<file path="config.mk">
export PLATFORM = sky130hd
export DESIGN_NAME = decode_buffer
export DESIGN_NICKNAME = d
export VERILOG_FILES = /design/src/rtl/decode_buffer.sv
export SDC_FILE = /design/constraint.sdc
export NUM_CORES = 1
export LEC_CHECK = 0
export ABC_AREA = 1
export CAP_MARGIN = 0
export CELL_PAD_IN_SITES_DETAIL_PLACEMENT = 1
export CELL_PAD_IN_SITES_GLOBAL_PLACEMENT = 2
export CORE_AREA = 2 2 396 241
export DETAILED_ROUTE_END_ITERATION = 16
export DIE_AREA = 0 0 398 243
export PLACE_DENSITY_LB_ADDON = 0.1
export SLEW_MARGIN = 0
export SYNTH_ARGS = -nofsm -noshare
export SYNTH_HDL_FRONTEND = slang
export SYNTH_SLANG_ARGS = --single-unit
</file>
<file path="constraint.sdc">
create_clock -name clk -period 1.9 [get_ports clk]
set_input_delay 0.38 -clock clk [delete_from_list [all_inputs] [get_ports clk]]
set_output_delay 0.38 -clock clk [all_outputs]
set_load 0.01 [all_outputs]
</file>
<file path="src/rtl/decode_buffer.sv">
// decode_buffer: elastic valid/ready FIFO between fetch and decode.
// It holds {pc, instr, branch_predicted_taken} tuples and has a
// single-cycle flush and an almost-full flag for early fetch throttling.
module decode_buffer #(
  parameter  int PC_WIDTH    = 64,
  parameter  int INSTR_WIDTH = 64,
  parameter  int DEPTH       = 4,
  parameter  int AFULL_LEVEL = DEPTH - 1,
  localparam int CW          = $clog2(DEPTH + 1)
) (
  input  logic                   clk,
  input  logic                   reset,
  input  logic                   flush_in,
  input  logic                   in_valid_in,
  output logic                   in_ready_out,
  input  logic [PC_WIDTH-1:0]    pc_in,
  input  logic [INSTR_WIDTH-1:0] instr_in,
  input  logic                   branch_predicted_taken_in,
  output logic                   out_valid_out,
  input  logic                   out_ready_in,
  output logic [PC_WIDTH-1:0]    pc_out,
  output logic [INSTR_WIDTH-1:0] instr_out,
  output logic                   branch_predicted_taken_out,
  output logic [CW-1:0]          count_out,
  output logic                   empty_out,
  output logic                   full_out,
  output logic                   almost_full_out
);

  localparam int PW = $clog2(DEPTH);
  localparam int EW = PC_WIDTH + INSTR_WIDTH + 1;

  localparam logic [PW-1:0] PTR_ONE   = PW'(1);
  localparam logic [CW-1:0] CNT_ONE   = CW'(1);
  localparam logic [CW-1:0] CNT_FULL  = CW'(DEPTH);
  localparam logic [CW-1:0] CNT_AFULL = CW'(AFULL_LEVEL);

  logic [EW-1:0] mem_q [DEPTH];
  logic [EW-1:0] mem_d [DEPTH];
  logic [PW-1:0] head_q, head_d;
  logic [PW-1:0] tail_q, tail_d;
  logic [CW-1:0] count_q, count_d;

  logic push, pop;

  // Flags come only from the registered count, so ready never depends on out_ready_in.
  assign empty_out       = (count_q == '0);
  assign full_out        = (count_q == CNT_FULL);
  assign almost_full_out = (count_q >= CNT_AFULL);
  assign count_out       = count_q;
  assign in_ready_out    = !full_out;
  assign out_valid_out   = !empty_out;

  assign {pc_out, instr_out, branch_predicted_taken_out} = mem_q[head_q];

  assign push = in_valid_in && in_ready_out;
  assign pop  = out_valid_out && out_ready_in;

  // Next-state: pointer/count update, tail write; flush drops everything but keeps storage.
  always_comb begin
    mem_d   = mem_q;
    head_d  = head_q;
    tail_d  = tail_q;
    count_d = count_q;
    if (flush_in) begin
      head_d  = '0;
      tail_d  = '0;
      count_d = '0;
    end else begin
      if (push) begin
        mem_d[tail_q] = {pc_in, instr_in, branch_predicted_taken_in};
        tail_d        = tail_q + PTR_ONE;
      end
      if (pop) begin
        head_d = head_q + PTR_ONE;
      end
      if (push && !pop) begin
        count_d = count_q + CNT_ONE;
      end else if (pop && !push) begin
        count_d = count_q - CNT_ONE;
      end
    end
  end

  // State registers; reset outranks flush and additionally zeroes the storage.
  always_ff @(posedge clk) begin
    if (reset) begin
      head_q  <= '0;
      tail_q  <= '0;
      count_q <= '0;
      for (int i = 0; i < DEPTH; i++) begin
        mem_q[i] <= '0;
      end
    end else begin
      head_q  <= head_d;
      tail_q  <= tail_d;
      count_q <= count_d;
      mem_q   <= mem_d;
    end
  end

endmodule

</file>
# Yosys cells after proc, flatten, opt, wreduce, memory -nomap -nowiden
# Cells that the tools add are included.
[op_classes]
n_eq_ne = 1
add_sub_neg = 4
n_bitwise = 3
reduce_logical = 13
muxes = 8
order_cmp = 4
[ops]
columns = ["cell", "count"]
rows = [
  ["516-bit bitwise mux", 1],
  ["129-bit 2-to-1 mux", 3],
  ["129-bit binary-select mux with 2-bit select", 1],
  ["129-bit demux with 2-bit select", 1],
  ["3-bit >= comparator, second input constant", 2],
  ["3-bit 2-to-1 mux", 2],
  ["2-bit inverter with 3-bit output", 2],
  ["1-bit logical AND", 5],
  ["2-bit by 1-bit adder with 2-bit output, second input constant", 2],
  ["1-bit logical NOT", 4],
  ["3-bit by 1-bit adder with 3-bit output, second input constant", 1],
  ["3-bit equality test, second input constant", 1],
  ["3-bit by 2-bit >= comparator with 1-bit output, second input constant", 1],
  ["3-bit logical NOT", 1],
  ["3-bit by 1-bit less-than comparator with 1-bit output, second input constant", 1],
  ["3-bit by 1-bit subtractor with 3-bit output, second input constant", 1],
  ["2-bit AND reduction", 1],
  ["2-bit nonzero test", 1],
  ["2-bit OR reduction", 1],
  ["1-bit inverter", 1],
]
[totals]
reg_bits = 523
inputBits = 134
output_inout_bits = 137

# Depth between registers and ports, before layout
# Gate-level depths: netlist (run 1).
[depth]
ltp_word = 7
depth_mapped = 12
depth_no_buf = 12

# Worst setup path after synthesis (run 1)
# No wires, ideal clock.
[synth_timing]
path_type = "register to register"
start = "reg count_q[0], in the netlist count_out[0]"
end = "reg count_q[2], in the netlist count_out[2]"
required_ns = 1.787
slack_ns = -0.014
synth_period_minus_slack_ns = 1.914
stages_incl_launch_ff = 12
path_buffers = 0
arrival_time_ns = 1.801
cell_sequence = "dfxtp_1 -> nor2_2 -> nand2_4 -> nand2_1 -> inv_1 -> ha_1 -> inv_1 -> fa_1 -> a21oi_1 -> o21ai_0 -> nor2_1 -> nor2_1"
[synth_between]
elab_chain_len = 6
[synth_rtl]
columns = ["item", "line", "text"]
rows = [
  ["from (decl)", "42", "logic [CW-1:0] count_q, count_d;"],
  ["from (signal assigned)", "97", "count_q <= count_d;"],
  ["3-bit equality test (*)", "48", "assign full_out = (count_q == CNT_FULL);"],
  ["1-bit logical NOT (*)", "51", "assign in_ready_out = !full_out;"],
  ["named net in_ready_out", "15", "output logic in_ready_out,"],
  ["1-bit logical AND (*)", "56", "assign push = in_valid_in && in_ready_out;"],
  ["named net push", "44", "logic push, pop;"],
  ["1-bit logical NOT", "79", "end else if (pop && !push) begin"],
  ["1-bit logical AND", "79", ""],
  ["2-bit nonzero test (no source line)", "n/a", ""],
]
# Mark *: on every way through the listed nets, which the timed path passes. The rest lies on a longest branch. The select of a mux whose other input is x is not followed.
# A chain may end at the register's enable or synchronous reset.

# Worst setup path after layout (run 1)
[layout_timing]
start = "reg head_q[0]"
end = "out instr_out[58]"
[layout_between]
elab_chain_len = 4
[layout_rtl]
columns = ["item", "line", "text"]
rows = [
  ["from (decl)", "40", "logic [PW-1:0] head_q, head_d;"],
  ["from (signal assigned)", "88", "head_q <= '0;"],
  ["from (signal assigned)", "95", "head_q <= head_d;"],
  ["2-bit inverter with 3-bit output (not written as such)", "54", "assign {pc_out, instr_out, branch_predicted_taken_out} = mem_q[head_q];"],
  ["129-bit binary-select mux with 2-bit select", "54", ""],
  ["129-bit 2-to-1 mux (not written as such) (2 in a row)", "54", ""],
  ["to (decl)", "22", "output logic [INSTR_WIDTH-1:0] instr_out,"],
]
# Every way passes these cells. The select of a mux whose other input is x is not followed.

==> impl_metrics.yaml, run 1 <==
status:
  outcome: "finished with violations"
  violations: "negative setup slack"
clocking:
  clkTransAtPathRegs_ns: 0.06
  cts_root_buf: "clkbuf_16"
  cts_buffers: 57
  cts_tree: "yes"
  postCtsHoldBufs: 0
  cts.sinks: 523
  ctsLongestPathBuffers: 3
  ctsHtreeMaxLevel: 2
  worstSkewPairLatency_ns: 0.62
place:
  dp_hpwl_mm: 58.6
  placed_cells: 5538
  place_congestion: 0.749
  portBuffers: 270
synthesis:
  synthTopCellsByArea: "dfxtp_1 42%, nand2_1 18%, nor2_1 16%, inv_1 7.9%, a21oi_1 7.9%"
  synth.avg_cell_area_sq_um: 6.15
  yosysSeqAreaShare_pct: 42.0
  syn_area_sq_um: 24900
  synth_cell_types: 20
  post-synth-top-count-cell: "nand2_1"
  synth_edf_count: 0
  async_flop_share_pct: 0
  yosys_most_used_dff: "dfxtp_1"
  synth_fp_nets: 4195
  syn_inst: 4055
  yosysTopAreaCell: "dfxtp_1"
  ys_seq_elements: 523
  yosys.area.top_type_share_pct: 42.0
  synth_warnings: 0
  synth_common_cells: "1,170 x nand2_1, 1,036 x nor2_1, 527 x inv_1, 523 x dfxtp_1, 393 x a21oi_1"
global_routing:
  grt_antenna_before_repair: 10
  overflow: 0
  grt_pass1_wl_mm: 145
  grt_max_degree: 63
  grt_pass1_vias: 24278
  track_usage_pct: 18.8
critical_path:
  setup.worst_path.start_class: "flip-flop"
  required_ns: 1.52
  arrival_ns: 2.10
  critPathMaxStageDelay_ns: 0.37
  cp_slowest_cell: "dfxtp_4"
  worstPathCellList: "buf_12 > buf_12 > buf_16 > buf_4 > buf_4 > a21oi_1 > a21oi_1 > clkbuf_2"
  cp_max_fo: 13
  crit_family: "buffers and inverters"
  crit_type: "reg -> out"
  cp-end-kind: "primary output"
  path_buf_inv: 6
sta:
  fin_crit_ns: 2.48
  maxSlewViolCount: 0
  setup_viol: 129
  grt_setup_unrepaired: "true"
  fmax_ghz: 0.403
  setup_ws_ns: -0.580
  post-route-period-util_pct: 131
  hold_viol_final: 0
  clock_skew_ns: 0.0105
  worstMarginPinSlew_ns: 0.375
  maxSlewHeadroom_pct: 75.0
finish:
  final_core_util_pct: 37.6
  nFillCells: 11657
  syn_to_final_growth_pct: 40.3
  final_cells: 5745
  drive_gt1_share_pct: 17.6
  fin_nets: 4592
floorplan:
  io_pins: 271
  start_util_pct: 26.8
  dieArea_sq_um: 96700
  die_h_um: 243
  die_w_um: 398
  fp-row-count: 87
  design.core.area_sq_um: 93100
power:
  power_density_nw_per_um2: 768
  ir_drop_uv: 680
  leakagePower_nw: 17.8
  power_mw: 26.9
route:
  ant_nets: 0
  vias_per_cell: 4.25
  first_iter_violations: 923
  drc: 0
  vias: 24429
  wl_per_cell_um: 16.2
  drt-total-wl_mm: 93.1
  dr.pass1.iters: 5
min_path:
  hold_path.class: "in -> reg"
run:
  drv_cap: 0
[registers in the layout (all words and copies together) (netlist names)]
| signal | flops |
|---|---|
| tail_q | 2 |
| mem_q | 516 |
| count_out | 3 |
| head_q | 2 |
[per-stage QoR]
step | setup TNS (ns) | hold slack, ns | cell area (sq um) | worst slack [ns]
2_1_floorplan | 0 | 0.467 | 24900 | 0.0217
3_3_place_gp | -31.34 | 0.506 | 30600 | -0.327
3_5_place_dp | -31.99 | 0.505 | 30600 | -0.349
4_1_cts | -74.36 | 0.383 | 34100 | -0.644
5_1_grt | -72.63 | 0.401 | 35000 | -0.662
6_report | -60.04 | 0.438 | 35000 | -0.580
[repair_timing]
| item | CTS | global route |
|---|---|---|
| setup buffers | 47 | 23 |
| pin swaps | 69 | 29 |
| gates resized for setup | 789 | 250 |
| cloned | 32 | 10 |
| endpoints found under the setup margin | 137 | 138 |
[logic make-up after synthesis]
logic type	after synthesis	share of synthesized area (%)
xor gates and xnor gates	2	0.0702
and+or+nand+nor	2214	33.7
DFF	523	42.0
adders and majority gates	6	0.331
AOI/OAI and AO/OA	526	10.6
buffers and inverters	784	13.4
[final cells by class]
type | instances | area [sq um] | share of cell area [%]
sequential | 523 | 10500 | 30.0
timing repair inverter | 5 | 90.1 | 0.257
tap | 1246 | 1560 | 4.45
multi-input combinational | 2748 | 12200 | 34.9
clock inverter | 10 | 52.6 | 0.150
clock buffer | 92 | 1770 | 5.05
inverter | 529 | 2030 | 5.79
timing repair buffer | 588 | 6810 | 19.5
antenna | 4 | 10.0 | 0.0286
[layout by cell type, fill, tap and decap left out, types with 15 or more instances in the layout]
| master | synthesis | routed |
|---|---|---|
| a21oi_1 | 393 | 237 |
| a21oi_2 | 0 | 132 |
| a21oi_4 | 0 | 24 |
| buf_12 | 0 | 85 |
| buf_16 | 0 | 37 |
| buf_2 | 95 | 89 |
| buf_4 | 53 | 162 |
| buf_6 | 11 | 40 |
| buf_8 | 0 | 15 |
| clkbuf_16 | 0 | 66 |
| clkbuf_8 | 0 | 21 |
| clkdlybuf4s50_1 | 0 | 133 |
| dfxtp_1 | 523 | 518 |
| inv_1 | 527 | 523 |
| nand2_1 | 1170 | 1160 |
| nor2_1 | 1036 | 1036 |
| o21ai_0 | 133 | 29 |
| o21ai_1 | 0 | 42 |
| o21ai_2 | 0 | 58 |
[where the power goes]
group / internal [mW] / switching, mW
Clock: 6.30 / 4.96
Sequential: 11.3 / 0.198
Combinational: 1.82 / 2.25
Total: 19.5 / 7.41
[per-layer routing]
metal	GRT usage [%]	routed length (um)
met5	0	88
met2	29.9	41300
met1	26.9	47500
met3	2.75	2610
met4	3.74	1550
[worst paths after layout]
kind	from	endpoint	slack [ns]	depth (start not counted)
max reg2reg	count_out[1]	count_out[2]	0.22	10
max	head_q[0]	instr_out[58]	-0.58	8
min	instr_in[35]	mem_q[165]	0.44	3
min reg2reg	mem_q[210]	mem_q[210]	0.52	4
[tightest hold or removal path, delay by kind of cell]
kind,cells,cell delay (ns)
buffers and inverters,1,0.46
and+or+nand+nor,2,0.17
(Power assumes the default switching activity.)
==> run 2: changes to the inputs <==
CTS_CLUSTER_DIAMETER = 40   (was unset)
==> run 2 against run 1 <==
  * The flow still finishes with violations (negative setup slack)
  * Largest cell class unchanged
  * Count of clock-buffer cells in the layout grew 14
  * Critical path type unchanged
  * Setup slack lost 0.075 ns
  * Final cell count grew 0.47%
  * Sequential share of layout area shrank 0.25 points
  * Final area grew 0.86%
==> impl_metrics.yaml, run 2 (synthesized netlist as in run 1, its figures left out) <==
critical_path:
  rrSetupSlack_ns: 0.20
  worstPathCellList: "buf_12 > inv_16 > buf_12 > buf_16 > buf_12 > o21ai_1 > a21oi_1 > a21oi_1 > buf_2"
  crit_top_cell: "buf_12"
  arrival_ns: 2.17
  cp-end-kind: "primary output"
  setup.worst_path.start_class: "flip-flop"
  critPathMaxStageDelay_ns: 0.37
  required_ns: 1.52
  cp_slowest_cell: "dfxtp_4"
  crit_type: "reg -> out"
  cp_max_fo: 7
sta:
  setup_ws_ns: -0.655
  maxSlewViolCount: 0
  fmax_ghz: 0.391
  setup_viol: 129
  grt_setup_unrepaired: "true"
  clock_skew_ns: 0.0205
  post-route-period-util_pct: 134
  fin_crit_ns: 2.55
  worstMarginPinSlew_ns: 0.376
  maxSlewHeadroom_pct: 74.9
  hold_viol_final: 0
place:
  place_congestion: 0.749
  pre_cts_ws_ns: -0.349
  placed_cells: 5538
  dp_hpwl_mm: 58.6
  portBuffers: 270
clocking:
  ctsLongestPathBuffers: 3
  cts_buffers: 93
  clkTransAtPathRegs_ns: 0.05
  cts_root_buf: "clkbuf_16"
  cts_tree: "yes"
  worstSkewPairLatency_ns: 0.67
  ctsHtreeMaxLevel: 3
  cts.sinks: 523
  postCtsHoldBufs: 0
route:
  ant_nets: 0
  vias_per_cell: 4.24
  drt-total-wl_mm: 90.4
  vias: 24474
  drc: 0
  first_iter_violations: 828
  wl_per_cell_um: 15.7
  dr.pass1.iters: 4
global_routing:
  grt_antenna_before_repair: 8
  grt_pass1_vias: 24525
  grt_max_degree: 63
  overflow: 0
  grt_pass1_wl_mm: 143
  track_usage_pct: 18.5
power:
  power_frac_seq_pct: 34.2
  combPwrFrac_pct: 11.4
  ir_drop_uv: 573
  clkPwrFrac_pct: 54.4
  swShare_pct: 26.5
  p_int_mw: 24.8
  power_density_nw_per_um2: 958
  switchingPower_mw: 8.97
  leakagePower_nw: 18.1
finish:
  largest_register: "mem_q"
  mostFrequentLayoutCells: "1,167 x nand2_1, 1,036 x nor2_1, 523 x inv_1"
  final_core_util_pct: 37.9
  syn_to_final_growth_pct: 41.5
  final_cells: 5772
  fin_nets: 4583
  drive_gt1_share_pct: 16.8
  largest_register_ff_count: 516
  final_common_cell: "nand2_1"
floorplan:
  design.core.area_sq_um: 93100
  io_pins: 271
  fp-row-count: 87
  die_w_um: 398
  start_util_pct: 26.8
  dieArea_sq_um: 96700
  die_h_um: 243
status:
  violations: "negative setup slack"
  outcome: "finished with violations"
min_path:
  hold_path.class: "in -> reg"
run:
  drv_cap: 0
run 2: metrics by stage:
stage	setup TNS, ns	cell area (sq um)	total power, mW	hold slack, ns
floorplan	0	24900	13.4	0.467
global placement	-31.34	30600	15.5	0.506
detailed placement	-31.99	30600	15.5	0.505
CTS	-80.86	34800	34.3	0.342
global route	-79.04	35300	35.3	0.362
finish	-64.93	35300	33.8	0.391
run 2: power by group through the flow:
| stage | Sequential, mW | Clock, mW | Combinational [mW] |
|---|---|---|---|
| after floorplan | 11.7 | 0 | 1.71 |
| after global placement | 11.8 | 0 | 3.69 |
| after detailed placement | 11.8 | 0 | 3.70 |
| after CTS | 11.5 | 18.9 | 3.85 |
| after global routing | 11.6 | 19.4 | 4.30 |
| final | 11.6 | 18.4 | 3.87 |
run 2: what timing repair did:
item,in CTS,in global routing
gates resized for setup,701,201
endpoints found under the setup margin,137,138
cloned,14,6
pin swaps,29,4
setup buffers,32,8
run 2: metal layers:
layer / track usage, % / up-vias / part of all wire [%]
met3: 3.24 / 123 / 3.1
met4: 4.18 / 12 / 1.6
met2: 29.1 / 232 / 44
met1: 26.1 / 11163 / 51
li1: - / 12944 / -
met5: 0 / - / 0.084
run 2: area by class of cell:
| cell class | count | area [sq um] |
|---|---|---|
| diodes | 2 | 5.00 |
| clock buffers | 106 | 2460 |
| clock inverters | 70 | 965 |
| fillers | 11633 | 57800 |
| inverters | 529 | 2030 |
| multi-input cells | 2748 | 11800 |
| flip-flops and latches | 523 | 10500 |
| well taps | 1246 | 1560 |
| repair buffers | 545 | 5940 |
| repair inverters | 3 | 45.0 |
run 2: final timing paths:
kind	end	startpoint	depth (start not counted)
max reg2reg	count_out[1]	count_out[1]	9
min reg2reg	mem_q[210]	mem_q[210]	4
max	instr_out[34]	head_q[0]	9
min	mem_q[413]	instr_in[25]	3
run 2: worst max-delay path: cells and delay by family (launching register included):
kind                   cells  cell delay, ns
buffers and inverters      6            0.85
DFF                        1            0.37
AOI/OAI and AO/OA          3            0.29
==> run 3: changes to the inputs <==
CAP_MARGIN = unset   (was 0)
CORE_AREA = 2 2 307 309   (was 2 2 396 241)
DIE_AREA = 0 0 309 311   (was 0 0 398 243)
==> run 3 against run 2 <==
  * Die area decreased by 0.64%
  * Largest power group unchanged
  * Critical path depth fell by 1
  * Final cell count grew 1.3%
  * The flow still finishes with violations (negative setup slack)
  * Count of clock-buffer cells in the layout grew 75
  * Hold slack worse by 0.027 ns
  * Largest cell class unchanged
  * Sequential power barely moved
  * Global-route usage shrank 0.27 points
==> impl_metrics.yaml, run 3 (synthesized netlist as in run 1, its figures left out) <==
power:
  clkPwrFrac_pct: 58.9
  leakagePower_nw: 18.9
  combPwrFrac_pct: 10.6
  power_mw: 38.0
  switchingPower_mw: 9.29
  power_frac_seq_pct: 30.5
  ir_drop_uv: 683
  power_density_nw_per_um2: 1020
  p_int_mw: 28.7
  swShare_pct: 24.4
min_path:
  whs_endpoint: "mem_q[164]"
  min_path_cells: 3
  hold_start: "instr_in[34]"
  hold_path.class: "in -> reg"
critical_path:
  crit_start: "head_q[0]"
  setup.worst_path.start_class: "flip-flop"
  r2r_cells: 12
  r2r_end: "count_out[2]"
  rrSetupSlack_ns: 0.09
  cp-end-kind: "primary output"
  arrival_ns: 2.21
  crit_type: "reg -> out"
  cp_max_fo: 8
  r2r_start: "count_out[1]"
  required_ns: 1.52
place:
  dp_hpwl_mm: 57.8
  portBuffers: 270
  placed_cell_area_sq_um: 31000
  place_congestion: 0.727
  pre_cts_ws_ns: -0.348
floorplan:
  design.core.area_sq_um: 92800
  dieArea_sq_um: 96100
  die_w_um: 309
  io_pins: 271
  fp-row-count: 112
  start_util_pct: 26.9
  die_h_um: 311
clocking:
  cts_root_buf: "clkbuf_16"
  worstSkewPairLatency_ns: 0.71
  ctsLongestPathBuffers: 3
  clkTransAtPathRegs_ns: 0.04
  cts.sinks: 523
  cts_tree: "yes"
  postCtsHoldBufs: 0
  ctsHtreeMaxLevel: 4
  cts_buffers: 132
sta:
  post-route-period-util_pct: 136
  clock_skew_ns: 0.0173
  fin_tns_setup_ns: -75.02
  fmax_ghz: 0.386
  worstMarginPinSlew_ns: 0.388
  fin_crit_ns: 2.59
  maxSlewViolCount: 0
  hold_viol_final: 0
  setup_viol: 131
  setup_ws_ns: -0.693
  grt_setup_unrepaired: "true"
  maxSlewHeadroom_pct: 74.1
finish:
  fin_nets: 4636
  largest_register: "mem_q"
  mostFrequentLayoutCells: "1,167 x nand2_1, 1,036 x nor2_1, 521 x inv_1"
  final_core_util_pct: 40.1
  syn_to_final_growth_pct: 49.2
  fin_area_sq_um: 37200
  final_common_cell: "nand2_1"
  largest_register_ff_count: 516
  drive_gt1_share_pct: 19.2
route:
  drt-total-wl_mm: 90.1
  vias_per_cell: 4.29
  wl_per_cell_um: 15.4
  vias: 25063
  dr.pass1.iters: 5
  ant_nets: 0
  drc: 0
  first_iter_violations: 971
global_routing:
  overflow: 0
  grt_pass1_wl_mm: 139
  grt_antenna_before_repair: 2
  grt_pass1_vias: 25604
  track_usage_pct: 18.2
  grt_max_degree: 52
status:
  outcome: "finished with violations"
  violations: "negative setup slack"
run:
  drv_cap: 0
[run 3: cell count changes in the layout (fill, tap and decap cells not counted), sizes merged]
| cell | previous run | this run |
|---|---|---|
| bufbuf | 1 | 3 |
| bufinv | 17 | 12 |
| clkdlybuf4s15 | 7 | 4 |
| inv | 545 | 530 |
| clkinv | 28 | 32 |
| diode | 2 | 1 |
| clkbuf | 117 | 200 |
| clkinvlp | 12 | 8 |
| buf | 389 | 397 |
| dlygate4sd2 | 1 | 0 |
[run 3: metal layers]
metal,vias up,GRT usage (%),wire length (um)
met5,-,0,21
met4,4,5.65,1850
met3,139,3.50,3040
met2,338,30.8,42900
met1,11572,23.2,42300
li1,13010,-,-
[run 3: power by group through the flow]
stage | clock network (mW) | registers (mW) | logic (mW)
2_1_floorplan | 0 | 11.7 | 1.71
3_3_place_gp | 0 | 11.8 | 3.82
3_5_place_dp | 0 | 11.8 | 3.83
4_1_cts | 23.0 | 11.6 | 3.81
5_1_grt | 23.6 | 11.6 | 4.48
6_report | 22.4 | 11.6 | 4.04
[run 3: what timing repair did]
item / in CTS / in global routing
buffers inserted: 2 / 33
resized for setup: 332 / 614
endpoints found under the setup margin: 138 / 138
pin swaps: 5 / 63
cloned: 10 / 16
[run 3: worst max-delay path by stage]
stage	slack, ns	endpoint	cells past startpoint
finish	-0.69	instr_out[63]	8
global route	-0.78	instr_out[41]	8
CTS	-1.03	pc_out[46]	6
detailed placement	-0.35	instr_out[54]	7
global placement	-0.43	count_out[2]	11
floorplan	0.02	count_out[2]	11
[run 3: area by class of cell]
| cell class | instances | area [sq um] |
|---|---|---|
| timing repair inverter | 3 | 43.8 |
| inverter | 529 | 2040 |
| tap | 1254 | 1570 |
| sequential | 523 | 10500 |
| antenna | 1 | 2.50 |
| clock inverter | 50 | 604 |
| fill | 11583 | 55500 |
| multi-input combinational | 2748 | 12200 |
| clock buffer | 181 | 3840 |
| timing repair buffer | 559 | 6440 |
[run 3: worst max-delay path, cell delays in order (launching register included)]
cell and delay (ns):
dfxtp_4 0.47, clkinv_16 0.12, buf_16 0.18, buf_8 0.13, buf_12 0.13, o21ai_2 0.10, a21oi_1 0.05, a21oi_1 0.16
buf_2 0.17
[run 3: stage by stage]
step | cells | hold WS (ns)
after floorplan | 4055 | 0.467
after global placement | 5556 | 0.503
after detailed placement | 5556 | 0.504
after CTS | 5799 | 0.316
after global routing | 5847 | 0.362
final | 5848 | 0.364
